$ cat src/rtl/min_max_leds_decoder.sv
// Recovers min/max/value settings from the observed min/max LED bar.
// Blinking LEDs are resolved by comparing the top of successive contiguous samples.
module min_max_leds_decoder #(
    parameter int unsigned VALSIZE    = 4,
    parameter int unsigned STABLE_CNT = 4
) (
    input  logic                    clk_i,
    input  logic                    rst_ni,
    input  logic [2**VALSIZE-1:0]   leds_i,
    input  logic                    leds_valid_i,
    output logic [VALSIZE-1:0]      min_o,
    output logic [VALSIZE-1:0]      max_o,
    output logic [VALSIZE-1:0]      value_o,
    output logic                    empty_o,
    output logic                    result_valid_o,
    output logic                    error_o
);

    localparam int unsigned NumLeds = 2**VALSIZE;
    localparam int unsigned CntW    = $clog2(STABLE_CNT + 1);
    localparam logic [CntW-1:0] CntStable = CntW'(STABLE_CNT);
    localparam logic [CntW-1:0] CntOne    = CntW'(1);

    typedef enum logic [0:0] {StIdle, StHave} state_e;

    state_e               state_q, state_d;
    logic [VALSIZE-1:0]   lo_q, lo_d;
    logic [VALSIZE-1:0]   hi_q, hi_d;
    logic [CntW-1:0]      cnt_q, cnt_d;
    logic [VALSIZE-1:0]   min_q, min_d;
    logic [VALSIZE-1:0]   max_q, max_d;
    logic [VALSIZE-1:0]   value_q, value_d;
    logic                 empty_q, empty_d;
    logic                 result_q, result_d;
    logic                 error_q, error_d;

    // Sample classification
    logic [VALSIZE-1:0]   lo;
    logic [VALSIZE-1:0]   hi;
    int unsigned          runs;
    logic                 is_empty;
    logic                 is_contig;
    logic                 is_bad;

    always_comb begin
        lo   = '0;
        hi   = '0;
        runs = 0;
        for (int i = NumLeds - 1; i >= 0; i--) begin
            if (leds_i[i]) lo = VALSIZE'(i);
        end
        for (int i = 0; i < NumLeds; i++) begin
            if (leds_i[i]) hi = VALSIZE'(i);
        end
        // A run starts wherever a lit LED has an unlit (or no) neighbour below it
        for (int i = 0; i < NumLeds; i++) begin
            if (leds_i[i] && (i == 0 || !leds_i[(i == 0) ? 0 : i - 1])) runs++;
        end
        is_empty  = (runs == 0);
        is_contig = (runs == 1);
        is_bad    = (runs > 1);
    end

    always_comb begin
        state_d  = state_q;
        lo_d     = lo_q;
        hi_d     = hi_q;
        cnt_d    = cnt_q;
        min_d    = min_q;
        max_d    = max_q;
        value_d  = value_q;
        empty_d  = empty_q;
        result_d = 1'b0;
        error_d  = 1'b0;

        if (leds_valid_i) begin
            if (is_empty) begin
                result_d = 1'b1;
                min_d    = '0;
                max_d    = '0;
                value_d  = '0;
                empty_d  = 1'b1;
                state_d  = StIdle;
            end else if (is_bad) begin
                error_d = 1'b1;
                state_d = StIdle;
            end else if (is_contig) begin
                unique case (state_q)
                    StIdle: begin
                        lo_d    = lo;
                        hi_d    = hi;
                        cnt_d   = CntOne;
                        state_d = StHave;
                    end
                    StHave: begin
                        if (lo != lo_q) begin
                            lo_d  = lo;
                            hi_d  = hi;
                            cnt_d = CntOne;
                        end else if (hi != hi_q) begin
                            result_d = 1'b1;
                            min_d    = lo;
                            max_d    = (hi > hi_q) ? hi : hi_q;
                            value_d  = (hi > hi_q) ? hi_q : hi;
                            empty_d  = 1'b0;
                            hi_d     = hi;
                            cnt_d    = CntOne;
                        end else if (cnt_q < CntStable) begin
                            cnt_d = cnt_q + CntOne;
                            if (cnt_d == CntStable) begin
                                result_d = 1'b1;
                                min_d    = lo;
                                max_d    = hi;
                                value_d  = hi;
                                empty_d  = 1'b0;
                            end
                        end
                    end
                    default: state_d = StIdle;
                endcase
            end
        end
    end

    always_ff @(posedge clk_i or negedge rst_ni) begin
        if (!rst_ni) begin
            state_q  <= StIdle;
            lo_q     <= '0;
            hi_q     <= '0;
            cnt_q    <= '0;
            min_q    <= '0;
            max_q    <= '0;
            value_q  <= '0;
            empty_q  <= 1'b0;
            result_q <= 1'b0;
            error_q  <= 1'b0;
        end else begin
            state_q  <= state_d;
            lo_q     <= lo_d;
            hi_q     <= hi_d;
            cnt_q    <= cnt_d;
            min_q    <= min_d;
            max_q    <= max_d;
            value_q  <= value_d;
            empty_q  <= empty_d;
            result_q <= result_d;
            error_q  <= error_d;
        end
    end

    assign min_o          = min_q;
    assign max_o          = max_q;
    assign value_o        = value_q;
    assign empty_o        = empty_q;
    assign result_valid_o = result_q;
    assign error_o        = error_q;

endmodule

$ cat config.mk
export PLATFORM = sky130hd
export DESIGN_NAME = min_max_leds_decoder
export DESIGN_NICKNAME = d
export VERILOG_FILES = /design/src/rtl/min_max_leds_decoder.sv
export SDC_FILE = /design/constraint.sdc
export NUM_CORES = 1
export LEC_CHECK = 0
export CAP_MARGIN = 10
export CORE_AREA = 2 2 84 86
export DETAILED_ROUTE_END_ITERATION = 10
export DIE_AREA = 0 0 86 88
export PLACE_DENSITY = 0.8
export SLEW_MARGIN = 20
export SYNTH_ARGS = -nofsm -noshare
export SYNTH_HDL_FRONTEND = slang
export SYNTH_SLANG_ARGS = --single-unit
$ cat constraint.sdc
create_clock -name clk_i -period 2.05 [get_ports clk_i]
set_clock_uncertainty 0.1 [all_clocks]
set_input_delay 0.205 -clock clk_i [delete_from_list [all_inputs] [get_ports clk_i]]
set_output_delay 0.205 -clock clk_i [all_outputs]
set_load 0.02 [all_outputs]
### Word level (Yosys, flattened, before mapping)

Cells that the tools add are included.

| storage, ports and cells | value |
|---|---|
| register bits | 27 |
| output and inout port bits | 15 |
| word-level logic and storage cells | 185 |

| cells by class | value |
|---|---|
| $add $sub $neg | 16 |
| order comparisons | 3 |
| equality and inequality tests | 9 |
| multiplexer cells | 103 |
| bitwise gates (word level) | 3 |
| reduce and logical (&&, ||, !) cells | 41 |

Operators with widths:

| operator | count |
|---|---|
| $add 32x1->32 const B | 15 |
| $mux 32 | 15 |
| $mux 4 | 56 |
| $eq 32x1->1 const B | 1 |
| $gt 32x1->1 const B | 1 |
| $logic_not 32->1 | 1 |
| $mux 1 | 25 |
| $pmux 4 s2 | 2 |
| $logic_and 1x1->1 | 15 |
| $logic_not 1->1 | 15 |
| $reduce_and 5->1 | 3 |
| $mux 3 | 3 |
| $reduce_bool 3->1 | 3 |
| $ne 4x4->1 | 2 |
| $reduce_and 7->1 | 1 |
| $pmux 3 s2 | 1 |
| $gt 4x4->1 | 1 |
| $ne 2x2->1 const B | 2 |
| $ne 4x1->1 const B | 1 |
| $reduce_bool 2->1 | 2 |
| $add 3x1->3 const B | 1 |
| $eq 3x3->1 const B | 1 |
| $lt 3x3->1 const B | 1 |
| $ne 3x1->1 const B | 1 |
| other kinds (4) | 6 |

### Longest topological paths before layout

Gate-level depths: netlist (run 1).

| logic depth | value |
|---|---|
| depth in word-level cells | 36 |
| gate-level depth with buffers | 55 |
| mapped depth without buffers | 52 |

### Least setup slack after synthesis (run 1)

OpenSTA, ideal clock, no wires.

| timing | value |
|---|---|
| path type | input to register |
| start | in leds_i[1] |
| end | reg lo_q[3] |
| library setup time | 0.125 ns |
| data arrival time | 9.180 ns |
| required time | 1.825 ns |
| slack | -7.355 ns |
| stages | 51 |
| path through | clkbuf_1 or3_1 ha_1 nand2_1 o21a_1 inv_1 ha_1 nor3b_1 a21oi_1 ha_1 o21ai_0 o21ai_0 ha_1 nor3b_1 a211o_1 a31o_2 inv_2 ha_1 [15 not listed] ha_1 nor2_1 a21oi_1 ha_1 o22ai_1 o21bai_1 inv_1 ha_1 nand2_1 o21ai_1 ha_1 a22oi_1 nand3b_1 mux2i_1 o31a_1 o21ai_2 or3_1 mux2_4 |

| on the way | value |
|---|---|
| longest elaborated chain between the ends | 33 |
| elaborated cells on any way between the ends | 44 |
| classes of those cells | 14 x add/sub; 1 x order compare; 3 x eq/ne; 19 x mux; 2 x bitwise; 5 x reduce/logical |

RTL lines:

| element | line | source |
|---|---|---|
| start, declared | 9 | `input logic [2**VALSIZE-1:0] leds_i,` |
| $logic_and 1x1->1 | 57 | `if (leds_i[i] && (i == 0 \|\| !leds_i[(i == 0) ? 0 : i - 1])) runs++;` |
| $mux 32 | 57 |  |
| $add 32x1->32 | 57 |  |
| $mux 32 | 57 |  |
| $add 32x1->32 | 57 |  |
| $mux 32 | 57 |  |
| $add 32x1->32 | 57 |  |
| $mux 32 | 57 |  |
| [17 not listed] | -- |  |
| $mux 32 | 57 |  |
| $add 32x1->32 | 57 |  |
| $mux 32 | 57 |  |
| $add 32x1->32 | 57 |  |
| $mux 32 | 57 |  |
| $gt 32x1->1 / $logic_not 32->1 (equally long branches) | 61, 59 |  |
| $not 1->1 (no source line) | -- |  |
| $reduce_and 5->1 (no source line) | -- |  |
| end signal, assigned | 139 | `lo_q <= lo_d;` |
| end, declared | 27 | `logic [VALSIZE-1:0] lo_q, lo_d;` |

Several ways; a longest one is shown, not always the timed one. The select of a mux whose other input is x is not followed.
A chain may end at the register's enable or synchronous reset.

### Final worst setup path (run 1)

| timing | value |
|---|---|
| start | in leds_i[0] |
| end | reg max_q[3] (netlist: max_o[3]) |

| on the way | value |
|---|---|
| longest elaborated chain between the ends | 34 |
| elaborated cells on any way between the ends | 46 |
| classes of those cells | 15 x add/sub; 1 x order compare; 4 x eq/ne; 18 x mux; 8 x reduce/logical |

RTL lines:

| element | line | source |
|---|---|---|
| $mux 1 / $logic_not 1->1 (equally long branches) | 57 |  |
| $add 32x1->32 / $logic_and 1x1->1 (equally long branches) | 57 |  |
| $mux 32 | 57 |  |
| $add 32x1->32 | 57 |  |
| $mux 32 | 57 |  |
| $add 32x1->32 | 57 |  |
| $mux 32 | 57 |  |
| $add 32x1->32 | 57 |  |
| [18 not listed] | -- |  |
| $mux 32 | 57 |  |
| $add 32x1->32 | 57 |  |
| $mux 32 | 57 |  |
| $add 32x1->32 | 57 |  |
| $mux 32 | 57 |  |
| $gt 32x1->1 (tied with other cells) | 61 | `is_bad = (runs > 1);` |
| $ne 2x2->1 (no source line) (tied with other cells) | -- |  |
| $reduce_and 7->1 (no source line) | -- |  |
| end signal, assigned | 143 | `max_q <= max_d;` |
| end, declared | 31 | `logic [VALSIZE-1:0] max_q, max_d;` |

Several ways; a longest one is shown, not always the timed one.

==> metrics.txt, run 1 <==
critical setup path kind=in -> reg; unrepaired setup endpoints after global routing=true; routability cong.=about 0.94; critical path's top delay family=adder cells; Mean Syn Cell Area=between 8 and 9 um2; Finished Core Util=between 70% and 80%; Leak Pwr=roughly 2.3 nW; DP Area=around 4800 um2; HP Class=in -> async; IO buf count=33; CP Launch Point=leds_i[0]; PwrDens=~940 nW/um2; Pre-antenna DRT Iters=5; CTS tree=built; final WL=12550 um; Post-synth ARST share=between 90% and 100%; worst r2r src=hi_q[1]; CP endpoint kind=flop; Global Route Usage Sum=between 30% and 40%; Syn-to-layout area delta=52.06%; I/O pins=34; Clock Sinks=27; ANT nets after route=0; EDFF count, synth=0; fin nets=slightly above 600; drt wl/cell=roughly 19 um; Hold WS=between 0.2 and 0.25 ns; final instance area=5182 um2; Synth Register Bits=27; Max-slew headroom=between 60 and 70%; Post-synth top flop=dfrtp_1; Mapped Cells=roughly 420; clk_lat worst skew=roughly 0.29 ns; n_diodes=0; status=finished, violations left; die height=around 90 um; global-route wire length before repair=approximately 19000 um; maximum vdd ir drop=0.4138 mV; htree depth=1; multi-input logic area=between 2000 and 3000 um2; Worst Slack Setup Final=-6.778 ns; total power=about 4.9 mW; largest net degree at the start of global routing=28; fin crit period=~8.8 ns; global route total overflow=0; floorplan row count=30; critical path arrival=slightly below 9 ns; DRC viols=0; vias in the first global route=4147; vias per inst=about 6.3; synth warn=0; Final Setup Violations=27; clock slew at reported path FFs=approximately 0.1 ns; highest clock rate=~110 MHz; final hold vios=0; worst-margin pin slew=roughly 0.48 ns; die area=around 7600 um2; failing checks=setup timing; root buf cell=clkbuf_8; number of distinct library cells after synthesis=79; hpwl dp=around 8100 um; Core Region=around 6600 um2; Period Utilization, post-route=430.6%; cts bufs inserted=3; initial antenna violation count=0; Syn Nets=460; post-synth top area cell=dfrtp_1; # fillers=a little under 400; register area share after synthesis=between 10% and 20%; synth top area cells=dfrtp_1, ha_1, o22ai_2; DR vias=a little over 4000; CP peak stage delay=between 0.3 and 0.4 ns; Cell Area, Synth=3408 um2; Worst setup SP type=input port; share of post-route cells with drive strength above 1=40.77%; worst path bufs/invs=11; most frequent cell after synthesis=inv_1; worst-path cell with the longest stage delay=or3_1; CP required=2.11 ns; starting density of the core=51.30%; post-synth top area share=approximately a fifth; register area=a little under 700 um2; Synth top cells by count=inv_1, nor2_1, dfrtp_1; maximum fanout along the worst path=6; chip width=86 um; crit-path most repeated cell=ha_1; initial detailed-routing violation count=368; dpl cells=between 600 and 700; deepest clock path buffer count=2; Slew Viols, Final=0; Final Instance Count excl. Fillers=~650; Max-Cap Viols=0
==> worst register-to-register path, cell delays in order, from the launching register on <==
cell and delay (ns):
dfrtp_1 0.42, inv_1 0.09, ha_1 0.34, nor2b_1 0.18, o21a_1 0.19, o21ai_0 0.17, nand2b_1 0.13, nor2b_1 0.14
buf_4 0.18, mux2i_1 0.36, o22ai_4 0.10
==> final timing paths <==
kind                            end  slack (ns)  cells after the start
min in group clk_i          lo_q[0]        0.32                      4
setup / recovery           max_o[3]       -6.78                     54
hold / removal              state_q        0.22                      2
setup reg to reg           max_o[1]       -0.49                     10
max in group asynchronous   hi_q[2]        1.35                      2
hold reg to reg            cnt_q[2]        0.46                      1
==> power breakdown <==
group / leakage (nW) / internal (mW) / switching (mW)
clock network: 0.0228 / 0.140 / 0.180
registers: 0.344 / 0.739 / 0.175
logic: 1.93 / 1.81 / 1.83
total: 2.30 / 2.69 / 2.19
==> registers in the layout, indices dropped and copies added (netlist names) <==
signal	flops
cnt_q	3
empty_o	1
error_o	1
hi_q	4
lo_q	4
max_o	4
min_o	4
result_valid_o	1
state_q	1
value_o	4
==> logic make-up after synthesis <==
logic type / synth area share (%)
AND/OR/NAND/NOR: 25.84
AO/OA/AOI/OAI: 28.27
buffers and inverters: 8.003
flip-flops: 19.82
XOR/XNOR: 6.571
adder cells (fa/ha/maj): 6.975
multiplexers: 4.515
==> cell type report <==
class,count,share of cell area (%)
inverters,34,2.511
well taps,80,1.931
clock buffers,4,0.8691
flip-flops and latches,27,13.04
repair buffers,173,27.43
multi-input cells,336,54.23
==> layout by cell type (no fill, tap or decap), drive strengths merged, types with 5 or more instances in the layout <==
cell	count
nor2b	16
nor3	8
o21ai	31
nand3	9
or3	5
nand2	26
o22ai	17
a211oi	7
mux2i	6
a21oi	17
clkdlybuf4s50	30
or2	6
nand4	7
xor2	11
nor3b	5
nand2b	7
nor2	30
xnor2	12
ha	19
a21o	5
dfrtp	27
nand3b	10
inv	34
and3b	7
mux2	8
buf	143
==> through the flow <==
| step | worst slack [ns] | TNS [ns] |
|---|---|---|
| global placement | -7.158 | -190.77 |
| CTS | -6.784 | -181.38 |
| finish | -6.778 | -178.85 |
| global route | -7.157 | -189.19 |
| floorplan | -6.778 | -179.52 |
| detailed placement | -7.524 | -200.95 |
==> layer usage <==
metal / global-route usage (%) / vias to the layer above / part of all wire, %
li1: - / 1839 / -
met1: 33.56 / 2000 / 36
met2: 61.31 / 230 / 53
met3: 2.828 / 69 / 5.8
met4: 18.18 / 0 / 5.1
met5: 0 / - / 0
==> what timing repair did <==
action                     in CTS  in global routing
pin swaps                      34                 28
hold buffers                    0                  0
gates resized for setup        41                 26
setup endpoints to repair      27                 27
setup buffers                  15                  5
gates cloned                    2                  0
No activity file was read; power rests on OpenSTA's default activity.
==> run 2: changes to the inputs <==
--- a/config.mk
+++ b/config.mk
@@ -6,10 +6,12 @@
 export NUM_CORES = 1
 export LEC_CHECK = 0
 export CAP_MARGIN = 10
-export CORE_AREA = 2 2 84 86
+export CELL_PAD_IN_SITES_DETAIL_PLACEMENT = 2
+export CELL_PAD_IN_SITES_GLOBAL_PLACEMENT = 2
+export CORE_AREA = 2 2 107 109
 export DETAILED_ROUTE_END_ITERATION = 10
-export DIE_AREA = 0 0 86 88
-export PLACE_DENSITY = 0.8
+export DIE_AREA = 0 0 109 111
+export PLACE_DENSITY = 0.81
 export SLEW_MARGIN = 20
 export SYNTH_ARGS = -nofsm -noshare
 export SYNTH_HDL_FRONTEND = slang
==> metrics.txt, run 2 (same netlist as run 1, synthesis figures left out) <==
met3 usage=1.235% (-1.6 points); hpwl dp=12270 um (+52%); Finished Core Util=49.16% (-29 points); floorplan row count=39 (+30%); I/O pins=34 (unchanged); htree depth=1 (unchanged); Final Setup Violations=27 (unchanged); clock slew at reported path FFs=0.07 ns (-0.03 ns); most frequent cells in the layout=buf_4, clkdlybuf4s50_1, nor2_1; vias in the first global route=4593 (+11%); multi-input logic area=2786 um2 (-0.85%); CP endpoint kind=flop; maximum vdd ir drop=0.7299 mV (+76%); worst-margin pin slew=0.5338 ns (+0.05438 ns); Worst setup SP type=input port; chip width=109 um (+27%); clk_lat worst skew=0.27 ns (-0.02 ns); die height=111 um (+26%); CP required=2.11 ns (about the same); Max-Cap Viols=0 (unchanged); Worst Slack Setup Final=-7.015 ns (-0.2371 ns); CP peak stage delay=0.37 ns (+0.03 ns); drt wl/cell=21.72 um (+13%); Global Route Usage Sum=25.91% (-5.9 points); Leak Pwr=2.423 nW (+5.5%); deepest clock path buffer count=2 (unchanged); Period Utilization, post-route=442.2% (+12 points); final WL=16080 um (+28%); Post-CTS Hold Buffers=0 (unchanged); highest clock rate=110.3 MHz (-2.6%); unrepaired setup endpoints after global routing=true; root buf cell=clkbuf_16; crit-path most repeated cell=ha_4; GR Layer Usage met2=50.81% (-11 points); vias per inst=5.435 (-14%); starting density of the core=30.77% (-21 points); HP Class=in -> async; largest net degree at the start of global routing=28 (unchanged); Worst R2R Setup Slack=-0.26 ns (+0.23 ns); critical setup path kind=in -> reg; routability cong.=0.8628 (-8.3%); # fillers=1196 (+200%); maximum fanout along the worst path=7 (+1); Syn-to-layout area delta=59.76%; fin crit period=9.065 ns (+0.2371 ns); global-route wire length before repair=24680 um (+29%); DRC viols=0 (unchanged); critical path's top delay family=adder cells; cts bufs inserted=3 (unchanged); critical path arrival=9.12 ns (+0.24 ns); commonest non-fill, non-tap cell in the layout=buf_4; pre-CTS WS=-8.125 ns (-0.6001 ns); Slew Viols, Final=0 (unchanged); failing checks=setup timing; share of post-route cells with drive strength above 1=43.55% (+2.8 points); initial detailed-routing violation count=147 (-60%); global route total overflow=0 (unchanged); initial antenna violation count=0 (unchanged); GR Util met1=28.47% (-5.1 points); Pre-antenna DRT Iters=4 (-1); n_diodes=0 (unchanged); final hold vios=0 (unchanged); worst-path cell with the longest stage delay=or3_4; CTS tree=built; IO buf count=33 (unchanged); register area=675.6 um2 (unchanged); Core Region=11080 um2 (+67%); worst path bufs/invs=5 (-6); Max-slew headroom=64.41% (-3.4 points); fin nets=636 (+3.8%); PwrDens=915.1 nW/um2 (-2.8%); ANT nets after route=0 (unchanged); DR vias=4022 (-2.8%); die area=12100 um2 (+60%); Clock Sinks=27 (unchanged); status=finished, violations left; GR peak layer=met2
[run 2: what timing repair did]
item / CTS / global route
setup endpoints to repair: 27 / 27
pin swaps: 34 / 31
hold endpoints to repair: 0 / 0
resized for setup: 44 / 19
buffers inserted: 16 / 6
cloned: 0 / 0
[run 2: final cells by class]
class	instances	share of cell area (%)
Inverter	34	2.390
Tap cell	143	3.286
Clock inverter	1	0.09191
Multi-Input combinational cell	335	51.17
Sequential cell	27	12.41
Clock buffer	3	1.379
Timing Repair Buffer	197	29.27
[run 2: final timing paths]
path	end	from	cells past startpoint
hold reg to reg	lo_q[2]	lo_q[2]	2
setup reg to reg	hi_q[2]	lo_q[0]	12
min in group clk_i	lo_q[0]	leds_i[0]	4
hold / removal	error_o	rst_ni	2
max in group asynchronous	hi_q[2]	rst_ni	2
setup / recovery	lo_q[3]	leds_i[0]	51
[run 2: stage by stage]
step	cells	setup TNS, ns	power [mW]	cell area (um2)	hold WS [ns]
3_3_place_gp	714	-192.74	3.723	5001	0.3902
6_report	740	-187.25	4.983	5445	0.2107
3_5_place_dp	714	-216.69	4.093	5001	0.4330
5_1_grt	740	-197.61	5.296	5445	0.2537
2_1_floorplan	422	-179.52	2.669	3585	-0.1906
4_1_cts	734	-192.80	4.845	5309	0.2310
[run 2: where the power goes]
part           total (mW)  switching (mW)  internal (mW)
Clock               0.454           0.190          0.264
Sequential          0.888           0.148          0.740
Combinational        3.64            1.81           1.83
Total                4.98            2.15           2.84
[run 2: layer usage]
metal	vias to the layer above	routed length, um
met5	-	0
met3	35	217
met4	0	508
li1	1878	-
met2	75	9024
met1	2034	6325
==> run 3: changes to the inputs <==
--- a/config.mk
+++ b/config.mk
@@ -8,10 +8,10 @@
 export CAP_MARGIN = 10
 export CELL_PAD_IN_SITES_DETAIL_PLACEMENT = 2
 export CELL_PAD_IN_SITES_GLOBAL_PLACEMENT = 2
-export CORE_AREA = 2 2 107 109
+export CORE_AREA = 2 2 102 104
 export DETAILED_ROUTE_END_ITERATION = 10
-export DIE_AREA = 0 0 109 111
-export PLACE_DENSITY = 0.81
+export DIE_AREA = 0 0 104 106
+export PLACE_DENSITY = 0.84
 export SLEW_MARGIN = 20
 export SYNTH_ARGS = -nofsm -noshare
 export SYNTH_HDL_FRONTEND = slang
==> constraint.sdc (replaced) <==
create_clock -name clk_i -period 8.9 [get_ports clk_i]
set_clock_uncertainty 0.1 [all_clocks]
set_input_delay 0.89 -clock clk_i [delete_from_list [all_inputs] [get_ports clk_i]]
set_output_delay 0.89 -clock clk_i [all_outputs]
set_load 0.02 [all_outputs]
==> metrics.txt, run 3 (same netlist as run 1, synthesis figures left out) <==
DP Area=4309 um2 (-14%); die area=11020 um2 (-8.9%); Global Route Usage Sum=33.96% (+8.0 points); combinational power share=76.3% (+3.2 points); maximum vdd ir drop=0.1166 mV (-84%); Seq pwr share=17.3% (-0.5 points); cts bufs inserted=3 (unchanged); worst r2r src=lo_q[0]; CP endpoint kind=flop; initial antenna violation count=0 (unchanged); Pre-antenna DRT Iters=5 (+1); initial detailed-routing violation count=279 (+90%); most frequent cells in the layout=buf_4, clkdlybuf4s50_1, nor2_1, dfrtp_1, inv_1; CP required=8.98 ns (+6.87 ns); startpoint of the worst hold path=hi_q[1]; Pint=0.6517 mW (-77%); unrepaired setup endpoints after global routing=true; Finished Core Util=53.84% (+4.7 points); CTS tree=built; Final Setup Violations=27 (unchanged); routability cong.=0.8504 (-1.4%); PwrDens=238.4 nW/um2 (-74%); final hold vios=0 (unchanged); Hold WS=0.4756 ns (+0.2648 ns); DRC viols=0 (unchanged); fin nets=604 (-5.0%); CP peak stage delay=0.40 ns (+0.03 ns); chip width=104 um (-4.6%); worst-margin pin slew=0.7896 ns (+0.2559 ns); clk_lat worst skew=0.30 ns (+0.03 ns); Core Region=10000 um2 (-9.7%); critical path's top delay family=adder cells; Final Instance Count excl. Fillers=701 (-5.3%); vias in the first global route=4855 (+5.7%); CP Launch Point=leds_i[0]; Clock Sinks=27 (unchanged); Switch Pwr=0.6316 mW (-71%); n_diodes=0 (unchanged); maximum fanout along the worst path=6 (-1); vias per inst=6.278 (+16%); critical path arrival=10.45 ns (+1.33 ns); global route total overflow=0 (unchanged); worst path bufs/invs=15 (+10); Period Utilization, post-route=116.6%; Worst setup SP type=input port; total power=1.283 mW (-74%); root buf cell=clkbuf_8; Leak Pwr=2.287 nW (-5.6%); worst-path cell with the longest stage delay=or3_4; die height=106 um (-4.5%); clock slew at reported path FFs=0.12 ns (+0.05 ns); sw frac=49.22% (+6.2 points); global-route wire length before repair=28940 um (+17%); htree depth=1 (unchanged); crit-path most repeated cell=buf_4; dpl cells=616 (-14%); deepest clock path buffer count=2 (unchanged); status=finished, violations left; share of post-route cells with drive strength above 1=42.12% (-1.4 points); final instance area=5384 um2 (-1.1%); IO buf count=33 (unchanged); I/O pins=34 (unchanged); Max-Cap Viols=0 (unchanged); hpwl dp=9673 um (-21%); highest clock rate=between 90 and 100 MHz; # fillers=1061 (-11%); final WL=22390 um (+39%); largest net degree at the start of global routing=28 (unchanged); failing checks=setup timing; commonest non-fill, non-tap cell in the layout=buf_4; fin crit period=a little over 10 ns; Slew Viols, Final=0 (unchanged); drt wl/cell=31.94 um (+47%); Worst Slack Setup Final=-1.477 ns (+5.538 ns); Syn-to-layout area delta=57.97%; HP Class=reg -> reg; ANT nets after route=0 (unchanged); starting density of the core=34.08% (+3.3 points); Max-slew headroom=46.91% (-18 points); DR vias=4401 (+9.4%); clock share of power=6.4% (-2.7 points); critical setup path kind=in -> reg; floorplan row count=37 (-5.1%)
==> run 3: repair_timing <==
| action | 4_1_cts | 5_1_grt |
|---|---|---|
| gates cloned | 0 | 2 |
| endpoints found under the setup margin | 27 | 27 |
| hold buffers | 0 | 0 |
| setup buffers | 67 | 19 |
| endpoints found under the hold margin | 0 | 0 |
| pin swaps | 39 | 46 |
| gates resized for setup | 46 | 52 |
==> run 3: per-layer routing <==
layer,vias up,wire [um],track usage (%)
li1,1821,-,-
met1,2212,8592,37.15
met2,256,11190,64.05
met3,112,1128,3.679
met4,0,1482,18.53
met5,-,0,0
==> run 3: area by class of cell <==
class,instances,area [um2],share of cell area [%]
clock buffers,4,45.04,0.8366
inverters,34,130.1,2.417
multi-input cells,336,2965,55.08
flip-flops and latches,27,675.6,12.55
well taps,136,170.2,3.161
repair buffers,164,1398,25.96
==> run 3: power by group through the flow <==
stage	sequential, mW	clock (mW)	combinational [mW]
final	0.222	0.0815	0.979
after global routing	0.226	0.0852	1.01
after CTS	0.208	0.0731	0.759
after detailed placement	0.209	0	0.643
after global placement	0.201	0	0.598
after floorplan	0.235	0	0.379
==> run 3: worst paths after layout <==
| check | end | slack (ns) | cells past startpoint |
|---|---|---|---|
| worst max-delay path | min_o[2] | -1.48 | 57 |
| worst min-delay path | hi_q[1] | 0.48 | 1 |
| min in group asynchronous | value_o[2] | 0.96 | 2 |
| max in group asynchronous | lo_q[2] | 7.45 | 2 |
| worst min register to register | hi_q[1] | 0.48 | 1 |
| worst max register to register | hi_q[2] | 5.92 | 9 |
==> run 3: per-stage QoR <==
step                      setup TNS, ns  setup WS [ns]
final                            -37.49         -1.477
after global routing             -44.10         -1.719
after CTS                        -23.45        -0.9490
after detailed placement         -41.70         -1.680
after global placement           -29.26         -1.201
after floorplan                  -13.06        -0.6132
==> run 3: worst register-to-register path, delay by kind of cell (launching register included) <==
family	cells	cell delay, ns
AOI/OAI and AO/OA	2	0.70
and+or+nand+nor	5	1.12
DFF	1	0.46
buffers and inverters	1	0.17
muxes	1	0.32
